### config.mk
export PLATFORM = sky130hd
export DESIGN_NAME = dpll_loop_ctrl_flat
export DESIGN_NICKNAME = d
export VERILOG_FILES = /design/src/rtl/dpll_loop_ctrl_if.sv /design/src/rtl/dpll_loop_ctrl.sv /design/src/flat_wrapper.sv
export SDC_FILE = /design/constraint.sdc
export NUM_CORES = 1
export LEC_CHECK = 0
export ABC_AREA = 1
export CORE_UTILIZATION = 40
export DETAILED_ROUTE_END_ITERATION = 10
export PLACE_DENSITY_LB_ADDON = 0.08
export SLEW_MARGIN = 20
export SYNTH_ARGS = -nofsm -noshare
export SYNTH_HDL_FRONTEND = slang
export SYNTH_SLANG_ARGS = --single-unit
### constraint.sdc
create_clock -name clk -period 3.25 [get_ports clk]
set_clock_uncertainty 0.1 [all_clocks]
set_input_delay 0.325 -clock clk [delete_from_list [all_inputs] [get_ports clk]]
set_output_delay 0.325 -clock clk [all_outputs]
set_load 0.01 [all_outputs]
### src/rtl/dpll_loop_ctrl_if.sv
// rtl/dpll_loop_ctrl_if.sv - phase-detector inputs and counter-pulse outputs of the DPLL loop controller
interface dpll_loop_ctrl_if #(
  parameter int K_W = 4
);
  logic           en;
  logic           pd_lead;
  logic           pd_lag;
  logic [K_W-1:0] k_sel;
  logic           inc;
  logic           dec;
  logic           locked;
  logic           busy;

  modport master (
    output en, pd_lead, pd_lag, k_sel,
    input  inc, dec, locked, busy
  );

  modport slave (
    input  en, pd_lead, pd_lag, k_sel,
    output inc, dec, locked, busy
  );
endinterface

### src/rtl/dpll_loop_ctrl.sv
// rtl/dpll_loop_ctrl.sv - DPLL random-walk loop filter with IDLE/TRACK/HOLDOFF sequencing
// Lock detector is built only when DPLL_LOOP_CTRL_LOCK_EN is defined; otherwise locked is tied low.
module dpll_loop_ctrl #(
  parameter int K_W         = 4,
  parameter int HOLDOFF     = 4,
  parameter int LOCK_W      = 8,
  parameter int LOCK_THRESH = 200
) (
  input logic             clk,
  input logic             reset,
  dpll_loop_ctrl_if.slave lp
);

  localparam logic [1:0] S_IDLE  = 2'd0;
  localparam logic [1:0] S_TRACK = 2'd1;
  localparam logic [1:0] S_HOLD  = 2'd2;

  // Two extra bits: sign plus headroom for acc +/- 1 around the +/-K limits.
  localparam int AW = K_W + 2;
  localparam int HW = (HOLDOFF > 0) ? $clog2(HOLDOFF + 1) : 1;

  logic [1:0]           state_q, state_d;
  logic signed [AW-1:0] acc_q, acc_d;
  logic [K_W-1:0]       k_lat_q, k_lat_d;
  logic [HW-1:0]        hold_q, hold_d;
  logic                 inc_q, inc_d;
  logic                 dec_q, dec_d;
  logic                 busy_q, busy_d;

  logic signed [AW-1:0] step;
  logic signed [AW-1:0] acc_step;
  logic signed [AW-1:0] k_pos;
  logic signed [AW-1:0] k_neg;
  logic signed [AW-1:0] lim_pos;
  logic signed [AW-1:0] lim_neg;

  always_comb begin
    step = '0;
    if (lp.pd_lead && !lp.pd_lag) begin
      step = AW'(1);
    end else if (lp.pd_lag && !lp.pd_lead) begin
      step = '1;
    end
  end

  assign acc_step = acc_q + step;
  assign k_pos    = $signed({2'b00, k_lat_q});
  assign k_neg    = -k_pos;
  assign lim_pos  = k_pos - AW'(1);
  assign lim_neg  = -lim_pos;

  always_comb begin
    state_d = state_q;
    acc_d   = acc_q;
    k_lat_d = k_lat_q;
    hold_d  = hold_q;
    inc_d   = 1'b0;
    dec_d   = 1'b0;
    if (!lp.en) begin
      state_d = S_IDLE;
      acc_d   = '0;
    end else begin
      case (state_q)
        S_IDLE: begin
          acc_d   = '0;
          k_lat_d = (lp.k_sel == '0) ? K_W'(1) : lp.k_sel;
          state_d = S_TRACK;
        end
        S_TRACK: begin
          if (acc_step == k_pos) begin
            inc_d   = 1'b1;
            acc_d   = '0;
            hold_d  = HOLDOFF[HW-1:0];
            state_d = S_HOLD;
          end else if (acc_step == k_neg) begin
            dec_d   = 1'b1;
            acc_d   = '0;
            hold_d  = HOLDOFF[HW-1:0];
            state_d = S_HOLD;
          end else begin
            acc_d = acc_step;
          end
        end
        S_HOLD: begin
          // Keep walking but stay one step short of a pulse until TRACK resumes.
          if (acc_step > lim_pos) begin
            acc_d = lim_pos;
          end else if (acc_step < lim_neg) begin
            acc_d = lim_neg;
          end else begin
            acc_d = acc_step;
          end
          if (hold_q == '0) begin
            state_d = S_TRACK;
          end else begin
            hold_d = hold_q - HW'(1);
          end
        end
        default: begin
          state_d = S_IDLE;
          acc_d   = '0;
        end
      endcase
    end
    // The pulse cycle itself is not counted as busy; only the quiet cycles after it.
    busy_d = (state_d == S_HOLD) && !(inc_d || dec_d);
  end

  always_ff @(posedge clk) begin
    if (reset) begin
      state_q <= S_IDLE;
      acc_q   <= '0;
      k_lat_q <= K_W'(1);
      hold_q  <= '0;
      inc_q   <= 1'b0;
      dec_q   <= 1'b0;
      busy_q  <= 1'b0;
    end else begin
      state_q <= state_d;
      acc_q   <= acc_d;
      k_lat_q <= k_lat_d;
      hold_q  <= hold_d;
      inc_q   <= inc_d;
      dec_q   <= dec_d;
      busy_q  <= busy_d;
    end
  end

  assign lp.inc  = inc_q;
  assign lp.dec  = dec_q;
  assign lp.busy = busy_q;

`ifdef DPLL_LOOP_CTRL_LOCK_EN
  localparam logic [LOCK_W-1:0] LOCK_TH = LOCK_THRESH[LOCK_W-1:0];

  logic [LOCK_W-1:0] lock_cnt_q, lock_cnt_d;
  logic              locked_q, locked_d;

  always_comb begin
    lock_cnt_d = lock_cnt_q;
    if (!lp.en || state_q == S_IDLE || inc_d || dec_d) begin
      lock_cnt_d = '0;
    end else if (state_q == S_TRACK && lock_cnt_q != '1) begin
      lock_cnt_d = lock_cnt_q + LOCK_W'(1);
    end
    locked_d = (lock_cnt_d >= LOCK_TH);
  end

  always_ff @(posedge clk) begin
    if (reset) begin
      lock_cnt_q <= '0;
      locked_q   <= 1'b0;
    end else begin
      lock_cnt_q <= lock_cnt_d;
      locked_q   <= locked_d;
    end
  end

  assign lp.locked = locked_q;
`else
  logic unused_lock_cfg;
  assign unused_lock_cfg = ^{LOCK_W, LOCK_THRESH};
  assign lp.locked       = 1'b0;
`endif

endmodule

### src/flat_wrapper.sv
// flat-port wrapper written by rule: the top's interface ports become plain ports
module dpll_loop_ctrl_flat 
#(
  parameter int K_W         = 4,
  parameter int HOLDOFF     = 4,
  parameter int LOCK_W      = 8,
  parameter int LOCK_THRESH = 200
)
  (clk, reset, lp_en, lp_pd_lead, lp_pd_lag, lp_k_sel, lp_inc, lp_dec, lp_locked, lp_busy);
  dpll_loop_ctrl_if #(.K_W(K_W)) lp_i ();
  input logic clk;
  input logic reset;
  input wire logic [$bits(lp_i.en)-1:0] lp_en;
  input wire logic [$bits(lp_i.pd_lead)-1:0] lp_pd_lead;
  input wire logic [$bits(lp_i.pd_lag)-1:0] lp_pd_lag;
  input wire logic [$bits(lp_i.k_sel)-1:0] lp_k_sel;
  output wire logic [$bits(lp_i.inc)-1:0] lp_inc;
  output wire logic [$bits(lp_i.dec)-1:0] lp_dec;
  output wire logic [$bits(lp_i.locked)-1:0] lp_locked;
  output wire logic [$bits(lp_i.busy)-1:0] lp_busy;
  assign lp_i.en = lp_en;
  assign lp_i.pd_lead = lp_pd_lead;
  assign lp_i.pd_lag = lp_pd_lag;
  assign lp_i.k_sel = lp_k_sel;
  assign lp_inc = lp_i.inc;
  assign lp_dec = lp_i.dec;
  assign lp_locked = lp_i.locked;
  assign lp_busy = lp_i.busy;
  dpll_loop_ctrl #(.K_W(K_W), .HOLDOFF(HOLDOFF), .LOCK_W(LOCK_W), .LOCK_THRESH(LOCK_THRESH)) u_core (.clk(clk), .reset(reset), .lp(lp_i));
endmodule
==> parameters.txt, run 1 <==
Parameter                              Value

Outcome
  Outcome ... completed

Critical path
  Register-to-Register Path Depth ... 16
  Crit. End Element ... flop
  Worst r2r src ... u_core.k_lat_q[1]$_SDFFE_PP0P_
  Max Fanout on Critical Path ... 10
  CP arrival ... 2.92 ns
  Cell-by-cell trace of the critical path ... dlymetal6s2s_1, ha_4, nor2_1, nor2_2, ha_2, inv_2, nand2_2, nand3_1, nand3_1, nand2_2, ha_1, nand2_1, nor2_1, o21ai_1, nand3_1, nand2_1, o21ai_2, nand2_2, inv_2, a31oi_1, o21ai_1, nand2_1, a21oi_2
  Cell at the slowest stage of the critical path ... sky130_fd_sc_hd__ha_1
  Crit start category ... input pin
  Slack of the worst reg-to-reg path ... 0.39 ns
  Crit Path Class ... in2reg
  Slowest Stage Delay on Critical Path ... 0.29 ns
  Required @ worst endpoint ... roughly 3.3 ns
  R2r endpoint ... u_core.acc_q[3]$_SDFF_PP0_

Die
  Count of pins on the block boundary ... 13
  Chip height ... 70.7 um
  Initial standard-cell utilization of the core ... 42.5%
  Die width ... 70.7 um
  Number of standard-cell rows in the floorplan ... 24
  Die ar. ... 5000 um^2
  Core Area ... approximately 4400 um^2

Timing
  Final count of negative-setup-slack endpoints ... 0
  Smallest setup slack after layout ... approximately 0.38 ns
  Final Critical Period ... around 2.9 ns
  Max Clk Rate ... 348 MHz
  Final sum of negative setup slack ... 0 ns
  Hold Vio Cnt, Final ... 0
  RSZ-0062 raised after global routing ... no
  Final slew viol count ... 0
  Portion of the clock cycle consumed by the worst path in the final layout ... between 80% and 90%

Yosys
  Portion of the post-synthesis area used by sequential elements ... around a fifth
  Synth cell types ... 33
  Post-synth top area share ... between 10% and 20%
  Compound-gate portion of the synthesized area ... 11.6%
  Largest family of logic cells by synthesized area ... simple AND/OR/NAND/NOR gates
  Ranking of synthesized cells by area ... sky130_fd_sc_hd__dfxtp_1 19%, sky130_fd_sc_hd__nand2_1 16%, sky130_fd_sc_hd__ha_1 15%
  Library cell with the largest summed area after synthesis ... sky130_fd_sc_hd__dfxtp_1
  Number of register bits inferred by synthesis ... 18
  Combined area of all synthesized cells ... 1890 um^2
  Simple-gate share of the synthesized area ... 39.7%
  Net count after synthesis ... 330
  Total number of yosys warnings ... 0
  Xor/xnor cell area share of the yosys netlist ... 2.72%
  Post-synthesis area per instance ... 6.33 um^2
  Multiplexer share of the synthesized area ... 0%
  Number of instances in the synthesized netlist ... 298
  Fraction of the mapped netlist area in adder cells ... between 15 and 20%

Clocking
  Total number of H-tree levels ... 1
  TritonCTS clock tree ... done
  Hold buffer count at CTS ... 0
  Worst-Skew Late Latency ... approximately 0.26 ns
  Post-CTS clock slew at the launch and capture registers of the worst setup and hold paths ... around 0.07 ns
  TritonCTS buffer count ... 3
  Sink count of the clock tree ... 18
  Buffers from clock root to sink, at most ... 2
  Root Buffer ... sky130_fd_sc_hd__clkbuf_8

Drt
  Total number of vias ... 1962
  Final routed wirelength across all metal layers ... 4800 um
  First DRT Iteration DRCs ... 69
  Number of routed nets with antenna violations ... 0
  Number of remaining DRC errors ... 0
  Routed len/inst ... 12.0 um
  Vias per Instance ... 4.92
  Detailed-router iteration count before antenna repair ... 4

Finish
  Number of diodes added for antenna fixing ... 0
  Commonest non-fill, non-tap cell in the layout ... sky130_fd_sc_hd__nand2_1
  # nets final ... 380
  Commonest cells after routing, fill and taps aside ... 75 x sky130_fd_sc_hd__nand2_1, 39 x sky130_fd_sc_hd__inv_1, 37 x sky130_fd_sc_hd__buf_4
  Area used by multi-input combinational logic ... 1390 um^2
  Fillcell total ... 463
  Synthesis-to-finish area growth ... 30.6%
  Storage cell area ... 360 um^2
  Fraction of final layout cells with drive strength greater than 1 ... 25.1%

Global route
  Total grt overflow ... 0
  GR Util met1 ... 27.1%
  Initial antenna violation count ... 0
  Global-route total usage across every layer ... 20.1%
  Met3 Usage GRT ... 2.28%
  Most Crowded Layer GR ... met2
  Via count of the first global-routing pass ... between 1500 and 2000
  Pin count of the biggest net entering global routing ... 11
  First-pass GRT wire length ... 8160 um
  GRT met2 Usage ... between 30% and 40%

Placement
  Port Buf Inserts ... 11
  Worst slack, placed ... -0.458 ns
  RePlAce Congestion ... approximately 0.9
  Detailed Place HPWL ... 3890 um

Worst hold path
  Worst min-delay path category ... reg2reg
  WHS Path Cells ... 2
  Worst hold path startpoint ... u_core.hold_q[1]$_SDFFE_PP0P_
  Capture endpoint of the worst hold path ... u_core.hold_q[1]$_SDFFE_PP0P_

Power and ir drop
  IR Drop Worst-Case VDD ... 0.227 mV
  PD cells ... between 300 and 400 nW/um^2
  Leak pwr ... 1.25 nW

Flow run
  Max-capacitance violation count ... 0
## registers in the layout, summed over array words and instances (netlist names)
signal,cells
u_core.lp.dec,1
u_core.lp.inc,1
u_core.acc_q,6
u_core.k_lat_q,4
u_core.hold_q,3
u_core.state_q,2
u_core.lp.busy,1
## critical path, delay by kind of cell
| kind | cells | cell delay [ns] |
|---|---|---|
| and+or+nand+nor | 12 | 1.12 |
| adders and majority gates | 3 | 0.73 |
| AOI/OAI and AO/OA | 5 | 0.44 |
| buffers and inverters | 3 | 0.30 |
## layer usage
metal | vias to the layer above | share of wire, %
met3 | 6 | 3.0
li1 | 1060 | -
met1 | 869 | 48
met5 | - | 0
met2 | 27 | 48
met4 | 0 | 0.79
## metrics by stage
step	hold slack (ns)	cell area, um^2	instances	total power [W]	utilization, %
3_3_place_gp	0.352	2300	392	0.000536	51.7
2_1_floorplan	0.294	1890	298	0.000420	-
3_5_place_dp	0.360	2300	392	0.000534	51.7
4_1_cts	0.371	2400	397	0.000736	53.9
6_report	0.366	2460	399	0.000749	55.5
5_1_grt	0.398	2460	399	0.000799	55.5
## how the worst max path moves through the flow
stage	start	endpoint	slack, ns	depth (start not counted)
floorplan	lp_pd_lead	u_core.acc_q[4]$_SDFF_PP0_	0.36	25
global placement	lp_pd_lag	u_core.acc_q[4]$_SDFF_PP0_	-0.47	23
detailed placement	lp_pd_lag	u_core.acc_q[4]$_SDFF_PP0_	-0.46	23
CTS	lp_pd_lead	u_core.acc_q[3]$_SDFF_PP0_	0.005	24
global route	u_core.k_lat_q[1]$_SDFFE_PP0P_	u_core.acc_q[3]$_SDFF_PP0_	0.08	16
finish	lp_pd_lag	u_core.acc_q[5]$_SDFF_PP0_	0.38	23
## report_power, final
part           total, W  switching, W  internal (W)
registers      0.000231    0.00000509      0.000226
logic          0.000331      0.000182      0.000148
clock network  0.000188     0.0000801      0.000108
total          0.000749      0.000268      0.000482
## Yosys cell counts
cell type and instances:
sky130_fd_sc_hd__nor3b_1 1, sky130_fd_sc_hd__nor2_4 1, sky130_fd_sc_hd__dfxtp_1 18, sky130_fd_sc_hd__xor2_1 1, sky130_fd_sc_hd__a211oi_1 1, sky130_fd_sc_hd__o21ai_1 3, sky130_fd_sc_hd__xnor2_2 1, sky130_fd_sc_hd__o211ai_1 2
sky130_fd_sc_hd__nand4_1 9, sky130_fd_sc_hd__inv_1 43, sky130_fd_sc_hd__o21bai_1 2, sky130_fd_sc_hd__a31oi_1 1, sky130_fd_sc_hd__buf_4 1, sky130_fd_sc_hd__inv_2 7, sky130_fd_sc_hd__nand3_2 1, sky130_fd_sc_hd__nand3_1 31
sky130_fd_sc_hd__or2_2 1, sky130_fd_sc_hd__conb_1 1, sky130_fd_sc_hd__buf_6 1, sky130_fd_sc_hd__nand3_4 2, sky130_fd_sc_hd__ha_1 23, sky130_fd_sc_hd__xnor2_1 3, sky130_fd_sc_hd__nor2_8 1, sky130_fd_sc_hd__o21ai_0 14
sky130_fd_sc_hd__buf_2 1, sky130_fd_sc_hd__nor2_2 4, sky130_fd_sc_hd__nand2_4 1, sky130_fd_sc_hd__nand2_1 79, sky130_fd_sc_hd__clkbuf_1 1, sky130_fd_sc_hd__nor2_1 16, sky130_fd_sc_hd__a21oi_1 18, sky130_fd_sc_hd__nor3_1 1
sky130_fd_sc_hd__nand2_2 8
## layout make-up
cell class                      instances  area share, %
Sequential cell                        18           14.6
Inverter                               50           7.61
Tap cell                               52           2.64
Clock buffer                            4           2.23
Timing Repair Buffer                   49           16.4
Multi-Input combinational cell        226           56.5
## kinds of logic after synthesis
kind of cell             count (synthesis)
AND/OR/NAND/NOR                        156
AO/OA/AOI/OAI                           41
buffers and inverters                   54
flip-flops                              18
XOR/XNOR                                 5
adder cells (fa/ha/maj)                 23
other                                    1
## timing repair
item                       4_1_cts  5_1_grt
pin swaps                        7        6
setup buffers                    1        2
hold endpoints to repair         0        0
setup endpoints to repair        6       11
resized for setup               14       13
Note: power is estimated with default switching activity, not from simulation.
==> run 2: changes to the inputs <==
SLEW_MARGIN = 25   (was 20)
==> results of run 2 <==
No change in the layout: final DEF, timing and power equal those of run 1.
==> run 3: changes to the inputs <==
CTS_BUF_LIST = sky130_fd_sc_hd__clkbuf_8   (was not set)
==> results of run 3 <==
No change in the layout: final DEF, timing and power equal those of run 1.
